===== src/rtl/demux_pkg.sv =====
// rtl/demux_pkg.sv - shared types and sizes for the 1-to-4 stream demultiplexer
// Contents: state_t (IDLE, LOCKED), NUM_OUT (output count), SEL_W (select width).
package demux_pkg;

    localparam int NUM_OUT = 4;
    localparam int SEL_W   = 2;

    typedef enum logic {
        IDLE   = 1'b0,
        LOCKED = 1'b1
    } state_t;

endpackage


===== src/rtl/demux1to4_if.sv =====
// rtl/demux1to4_if.sv - input stream plus four output streams of the demultiplexer
// Input stream:   a, a_valid, a_last, sel (driven by producer), a_ready (driven by demux).
// Output streams: y0..y3, y_valid, y_last (driven by demux), y_ready (driven by consumers).
// master: the producer/consumer side; slave: the demux side.
interface demux1to4_if #(
    parameter int WIDTH = 8
);
    import demux_pkg::*;

    logic [WIDTH-1:0]   a;
    logic               a_valid;
    logic               a_last;
    logic               a_ready;
    logic [SEL_W-1:0]   sel;

    logic [WIDTH-1:0]   y0;
    logic [WIDTH-1:0]   y1;
    logic [WIDTH-1:0]   y2;
    logic [WIDTH-1:0]   y3;
    logic [NUM_OUT-1:0] y_valid;
    logic [NUM_OUT-1:0] y_last;
    logic [NUM_OUT-1:0] y_ready;

    modport master (
        output a, a_valid, a_last, sel, y_ready,
        input  a_ready, y0, y1, y2, y3, y_valid, y_last
    );

    modport slave (
        input  a, a_valid, a_last, sel, y_ready,
        output a_ready, y0, y1, y2, y3, y_valid, y_last
    );

endinterface


===== src/rtl/demux_slot.sv =====
// rtl/demux_slot.sv - one-entry holding register with valid/ready for one output
// Ports: clk, rst (async, active high); load/d/d_last write a beat; ready is the
// consumer ready; data/valid/last are the registered output; can_load tells the
// producer side a write this cycle is safe (empty, or draining this cycle).
module demux_slot #(
    parameter int WIDTH = 8
) (
    input  logic             clk,
    input  logic             rst,
    input  logic             load,
    input  logic [WIDTH-1:0] d,
    input  logic             d_last,
    input  logic             ready,
    output logic [WIDTH-1:0] data,
    output logic             valid,
    output logic             last,
    output logic             can_load
);

    // Accepting while the consumer takes the old beat gives back-to-back beats.
    assign can_load = ~valid | ready;

    always_ff @(posedge clk or posedge rst) begin
        if (rst) begin
            data  <= '0;
            valid <= 1'b0;
            last  <= 1'b0;
        end else if (load) begin
            data  <= d;
            last  <= d_last;
            valid <= 1'b1;
        end else if (valid && ready) begin
            valid <= 1'b0;
        end
    end

endmodule


===== src/rtl/demux1to4.sv =====
// rtl/demux1to4.sv - registered 1-to-4 packet stream demultiplexer
// Ports: clk, rst (async, active high); bus (demux1to4_if.slave) carries the input
// stream and the four output streams; busy is high while a packet is in progress;
// stat_sel/stat_cnt read the per-output packet counters.
// Build option: DEMUX1TO4_STATS_EN builds the saturating packet counters; without it
// stat_cnt reads 0 and stat_sel is ignored.
module demux1to4
    import demux_pkg::*;
#(
    parameter int WIDTH     = 8,
    parameter int CNT_WIDTH = 16
) (
    input  logic                 clk,
    input  logic                 rst,
    demux1to4_if.slave           bus,
    output logic                 busy,
    input  logic [SEL_W-1:0]     stat_sel,
    output logic [CNT_WIDTH-1:0] stat_cnt
);

    state_t             state;
    state_t             state_next;
    logic [SEL_W-1:0]   cur_sel;
    logic [SEL_W-1:0]   cur_sel_next;
    logic [SEL_W-1:0]   target;
    logic               accept;
    logic [NUM_OUT-1:0] can_load;
    logic [NUM_OUT-1:0] load;
    logic [NUM_OUT-1:0] valid_v;
    logic [NUM_OUT-1:0] last_v;
    logic [WIDTH-1:0]   slot_data [NUM_OUT];

    // sel only matters on the first beat; later beats follow the latched destination.
    assign target      = (state == IDLE) ? bus.sel : cur_sel;
    assign bus.a_ready = can_load[target];
    assign accept      = bus.a_valid & bus.a_ready;

    always_comb begin
        load = '0;
        if (accept) begin
            load[target] = 1'b1;
        end
    end

    always_ff @(posedge clk or posedge rst) begin
        if (rst) begin
            state   <= IDLE;
            cur_sel <= '0;
        end else begin
            state   <= state_next;
            cur_sel <= cur_sel_next;
        end
    end

    always_comb begin
        state_next   = state;
        cur_sel_next = cur_sel;
        case (state)
            IDLE: begin
                if (accept) begin
                    cur_sel_next = bus.sel;
                    if (!bus.a_last) begin
                        state_next = LOCKED;
                    end
                end
            end
            LOCKED: begin
                if (accept && bus.a_last) begin
                    state_next = IDLE;
                end
            end
            default: state_next = IDLE;
        endcase
    end

    assign busy = (state == LOCKED);

    for (genvar i = 0; i < NUM_OUT; i++) begin : g_slot
        demux_slot #(
            .WIDTH(WIDTH)
        ) u_slot (
            .clk      (clk),
            .rst      (rst),
            .load     (load[i]),
            .d        (bus.a),
            .d_last   (bus.a_last),
            .ready    (bus.y_ready[i]),
            .data     (slot_data[i]),
            .valid    (valid_v[i]),
            .last     (last_v[i]),
            .can_load (can_load[i])
        );
    end

    assign bus.y0      = slot_data[0];
    assign bus.y1      = slot_data[1];
    assign bus.y2      = slot_data[2];
    assign bus.y3      = slot_data[3];
    assign bus.y_valid = valid_v;
    assign bus.y_last  = last_v;

`ifdef DEMUX1TO4_STATS_EN
    logic [CNT_WIDTH-1:0] cnt [NUM_OUT];

    // A packet is counted on its last beat; counters stick at all-ones.
    always_ff @(posedge clk or posedge rst) begin
        if (rst) begin
            for (int i = 0; i < NUM_OUT; i++) begin
                cnt[i] <= '0;
            end
        end else if (accept && bus.a_last && (cnt[target] != '1)) begin
            cnt[target] <= cnt[target] + {{(CNT_WIDTH-1){1'b0}}, 1'b1};
        end
    end

    assign stat_cnt = cnt[stat_sel];
`else
    logic unused_stat_sel;
    assign unused_stat_sel = ^stat_sel;
    assign stat_cnt        = '0;
`endif

endmodule

===== src/flat_wrapper.sv =====
// flat-port wrapper written by rule: the top's interface ports become plain ports
module demux1to4_flat import demux_pkg::*;
#(
    parameter int WIDTH     = 8,
    parameter int CNT_WIDTH = 16
)
  (clk, rst, busy, stat_sel, stat_cnt, bus_a, bus_a_valid, bus_a_last, bus_sel, bus_y_ready, bus_a_ready, bus_y0, bus_y1, bus_y2, bus_y3, bus_y_valid, bus_y_last);
  demux1to4_if #(.WIDTH(WIDTH)) bus_i ();
  input  logic clk;
  input  logic rst;
  output logic busy;
  input  logic [SEL_W-1:0] stat_sel;
  output logic [CNT_WIDTH-1:0] stat_cnt;
  input wire logic [$bits(bus_i.a)-1:0] bus_a;
  input wire logic [$bits(bus_i.a_valid)-1:0] bus_a_valid;
  input wire logic [$bits(bus_i.a_last)-1:0] bus_a_last;
  input wire logic [$bits(bus_i.sel)-1:0] bus_sel;
  input wire logic [$bits(bus_i.y_ready)-1:0] bus_y_ready;
  output wire logic [$bits(bus_i.a_ready)-1:0] bus_a_ready;
  output wire logic [$bits(bus_i.y0)-1:0] bus_y0;
  output wire logic [$bits(bus_i.y1)-1:0] bus_y1;
  output wire logic [$bits(bus_i.y2)-1:0] bus_y2;
  output wire logic [$bits(bus_i.y3)-1:0] bus_y3;
  output wire logic [$bits(bus_i.y_valid)-1:0] bus_y_valid;
  output wire logic [$bits(bus_i.y_last)-1:0] bus_y_last;
  assign bus_i.a = bus_a;
  assign bus_i.a_valid = bus_a_valid;
  assign bus_i.a_last = bus_a_last;
  assign bus_i.sel = bus_sel;
  assign bus_i.y_ready = bus_y_ready;
  assign bus_a_ready = bus_i.a_ready;
  assign bus_y0 = bus_i.y0;
  assign bus_y1 = bus_i.y1;
  assign bus_y2 = bus_i.y2;
  assign bus_y3 = bus_i.y3;
  assign bus_y_valid = bus_i.y_valid;
  assign bus_y_last = bus_i.y_last;
  demux1to4 #(.WIDTH(WIDTH), .CNT_WIDTH(CNT_WIDTH)) u_core (.clk(clk), .rst(rst), .bus(bus_i), .busy(busy), .stat_sel(stat_sel), .stat_cnt(stat_cnt));
endmodule

===== config.mk =====
export PLATFORM = sky130hd
export DESIGN_NAME = demux1to4_flat
export DESIGN_NICKNAME = d
export VERILOG_FILES = /design/src/rtl/demux_pkg.sv /design/src/rtl/demux1to4_if.sv /design/src/rtl/demux_slot.sv /design/src/rtl/demux1to4.sv /design/src/flat_wrapper.sv
export SDC_FILE = /design/constraint.sdc
export NUM_CORES = 1
export LEC_CHECK = 0
export CAP_MARGIN = 25
export CORE_MARGIN = 5
export CORE_UTILIZATION = 30
export DETAILED_ROUTE_END_ITERATION = 16
export MAX_ROUTING_LAYER = met4
export PLACE_DENSITY_LB_ADDON = 0.05
export SKIP_CTS_REPAIR_TIMING = 1
export SYNTH_ARGS = -nofsm -noshare
export SYNTH_HDL_FRONTEND = slang
export SYNTH_SLANG_ARGS = --single-unit

===== constraint.sdc =====
create_clock -name clk -period 2.35 [get_ports clk]
set_input_delay 0.47 -clock clk [delete_from_list [all_inputs] [get_ports clk]]
set_output_delay 0.47 -clock clk [all_outputs]
set_load 0.01 [all_outputs]

==> results.cfg <==
[timing]
setup_viol = 0
tightest_slew_ns = 0.794
fmax_ghz = 0.448
layout_min_cycle_time_ns = 2.23
slew_headroom_pct = 46.8
hold_viol = 0
maxSlewViolCount = 0
min_period_over_period_pct = 95.0
skew_ns = 0.00357
postLayoutSetupSlackWorst_ns = 0.118
rsz0062_at_grt = no

[clock_tree]
cts_sinks = 43
tritoncts = yes
htree_levels = 2
cts.clk_slew.worst_paths_ns = 0.08
clock_latency_ns = 0.29
clockBufferDepth = 2
cts-root-buf = clkbuf_8
numCtsBuffers = 5

[synthesis]
yosys.area_share.simple_pct = 5.19
synth_compound_area_share_pct = 6.26
synth.yosys.seq_area_share_pct = 54.4
synthMuxAreaShare_pct = 21.6
netlist_top_cells_area = dfrtp_1 54%, mux2_2 20%, buf_4 9.5%, buf_6 2.3%, a2111oi_4 1.4%
synth.distinct_cells = 28
synth-xor-area-share_pct = 0
synth_top_family_by_area = multiplexers
synth_adder_area_share_pct = 0
syn-instance-count = 142
ys_warn_count = 0
synth.largest_area_cell = dfrtp_1
syn_area_per_cell_um2 = 13.9
netlist.area_leader.share_pct = 54.4
synth_seq_cells = 43
syn-cell-area_um2 = 1980

[critical_path]
path_class = reg -> out
endpoint_kind = output port
critPathMaxStageDelay_ns = 0.46
crit_slowest_cell = dfrtp_2
r2r_setup_slack_ns = 0.14
worst-path-buf-inv = 1
arrival_ns = 1.76
cp_max_fo = 8
critical_path_required_ns = 1.88
crit_path_cell_trace = and3b_4 -> o211a_1 -> a2111oi_4 -> buf_2
startpoint_type = flop
crit_family = compound AO/OA/AOI/OAI gates

[final_layout]
insertedDiodeCount = 0
fin_nets = 235
fillers = 583
area_delta_synth_final_pct = 41.1
stdcell_count = 293
utilization_pct = 43.7
drive_above_1_share_pct = 35.2

[power]
vdd_drop_max_uv = 541
p_leak_uw = 0.00124
p_per_area_nw_per_um2 = 1280

[placement]
gp_congestion = 0.800
dpl.cell_count = 280
dpl_worst_slack_ns = -0.321
dpl.hpwl_um = 3390
io_buffers = 59

[run_status]
outcome = completed

[global_route]
grt_max_degree = 25
grt_pass1_vias = 1399
gr-total-overflow = 0
grt_pass1_wl_um = 7550
antenna_found_initial = 0
track_usage_pct = 11.6

[floorplanning]
start_util_pct = 31.0
core_region_area_um2 = 6390
rows = 29
dieArea_um2 = 8320
die_width_um = 91.2
die_h_um = 91.2
boundaryPins = 78

[drt]
viasPerCell = 4.40
drtIter0Drc = 19
vias = 1290
dr.pass1.iters = 2
ant_nets = 0
remaining_drc_errors = 0
wl_per_cell_um = 15.7
wirelength_um = 4590

[job]
cap_violations = 0

[min_path]
hold_class = reg -> reg
worstHoldStart = u_core.g_slot[2].u_slot.last$_DFFE_PP0P_
## Yosys cell counts
master,number
or3b_1,1
a21bo_2,2
nor3b_1,1
mux2_2,36
a2111oi_4,1
nand3b_1,2
a21oi_1,2
conb_1,1
dfrtp_1,43
a21boi_0,2
or3_1,1
and3_1,1
buf_6,4
inv_1,3
a21oi_2,1
nand2b_1,2
nand2_1,1
a21o_1,1
and2_1,2
mux2_1,2
nand3_1,1
or2_2,1
and3b_4,1
buf_4,25
o32ai_1,1
a31oi_1,1
o211a_1,2
nor2b_1,1
## cells by family after synthesis
logic type / Yosys count
AO/OA/AOI/OAI: 13
buffers and inverters: 32
AND/OR/NAND/NOR: 15
flip-flops: 43
other: 1
multiplexers: 38
## area by class of cell
class                      count  area, um2  area share, %
clock inverter                 1       7.51          0.269
tap                           77       96.3           3.45
timing repair buffer          80        778           27.9
multi-input combinational     82        723           25.9
clock buffer                   7       96.3           3.45
sequential                    43       1080           38.6
inverter                       3       11.3          0.404
## placed cells by master, fill, tap and decap left out, types with 2 or more instances in the layout
cell type | netlist | final
clkdlybuf4s50_1 | 0 | 56
dfrtp_1 | 43 | 42
mux2_2 | 36 | 36
conb_1 | 1 | 16
buf_4 | 25 | 16
clkbuf_8 | 0 | 7
inv_1 | 3 | 2
nand3b_1 | 2 | 2
nand2b_1 | 2 | 2
a21oi_1 | 2 | 2
o211a_1 | 2 | 2
a21boi_0 | 2 | 2
mux2_1 | 2 | 2
a21bo_2 | 2 | 2
buf_2 | 0 | 2
dlymetal6s2s_1 | 0 | 2
buf_12 | 0 | 2
buf_6 | 4 | 2
## per-stage QoR
| stage | cell area, um2 | total power [uW] | setup TNS (ns) | hold slack [ns] |
|---|---|---|---|---|
| final | 2790 | 3580 | 0 | 0.509 |
| after global placement | 2630 | 3020 | -11.23 | 0.467 |
| after CTS | 2740 | 3590 | -0.403 | 0.516 |
| after floorplan | 2030 | 2180 | 0 | 0.459 |
| after detailed placement | 2630 | 3050 | -10.98 | 0.495 |
| after global routing | 2790 | 3810 | 0 | 0.539 |
## final timing paths
check | cells past startpoint | endpoint
min in group asynchronous | 2 | u_core.g_slot[0].u_slot.last$_DFFE_PP0P_
min | 1 | u_core.g_slot[2].u_slot.last$_DFFE_PP0P_
min reg2reg | 1 | u_core.g_slot[2].u_slot.last$_DFFE_PP0P_
max reg2reg | 7 | u_core.g_slot[2].u_slot.data[0]$_DFFE_PP0P_
max | 4 | bus_a_ready
max in group asynchronous | 3 | u_core.g_slot[3].u_slot.data[0]$_DFFE_PP0P_
## registers in the layout, summed over array words and instances, names as in the netlist, named ones only
name	cells
u_core.g_slot.u_slot.valid	4
u_core.g_slot.u_slot.last	4
u_core.g_slot.u_slot.data	32
u_core.cur_sel	2
## per-layer routing
metal	routed length [um]	track usage, %	up-vias
li1	-	-	597
met1	2030	14.6	641
met2	2250	18.4	50
met3	292	3.39	2
met4	15	2.93	0
met5	0	-	-
## power by group
part | switching [uW] | internal, uW | total (uW)
combinational | 621 | 1110 | 1730
sequential | 218 | 1110 | 1330
clock | 251 | 267 | 519
total | 1090 | 2490 | 3580
No activity file was read; power rests on OpenSTA's default activity.
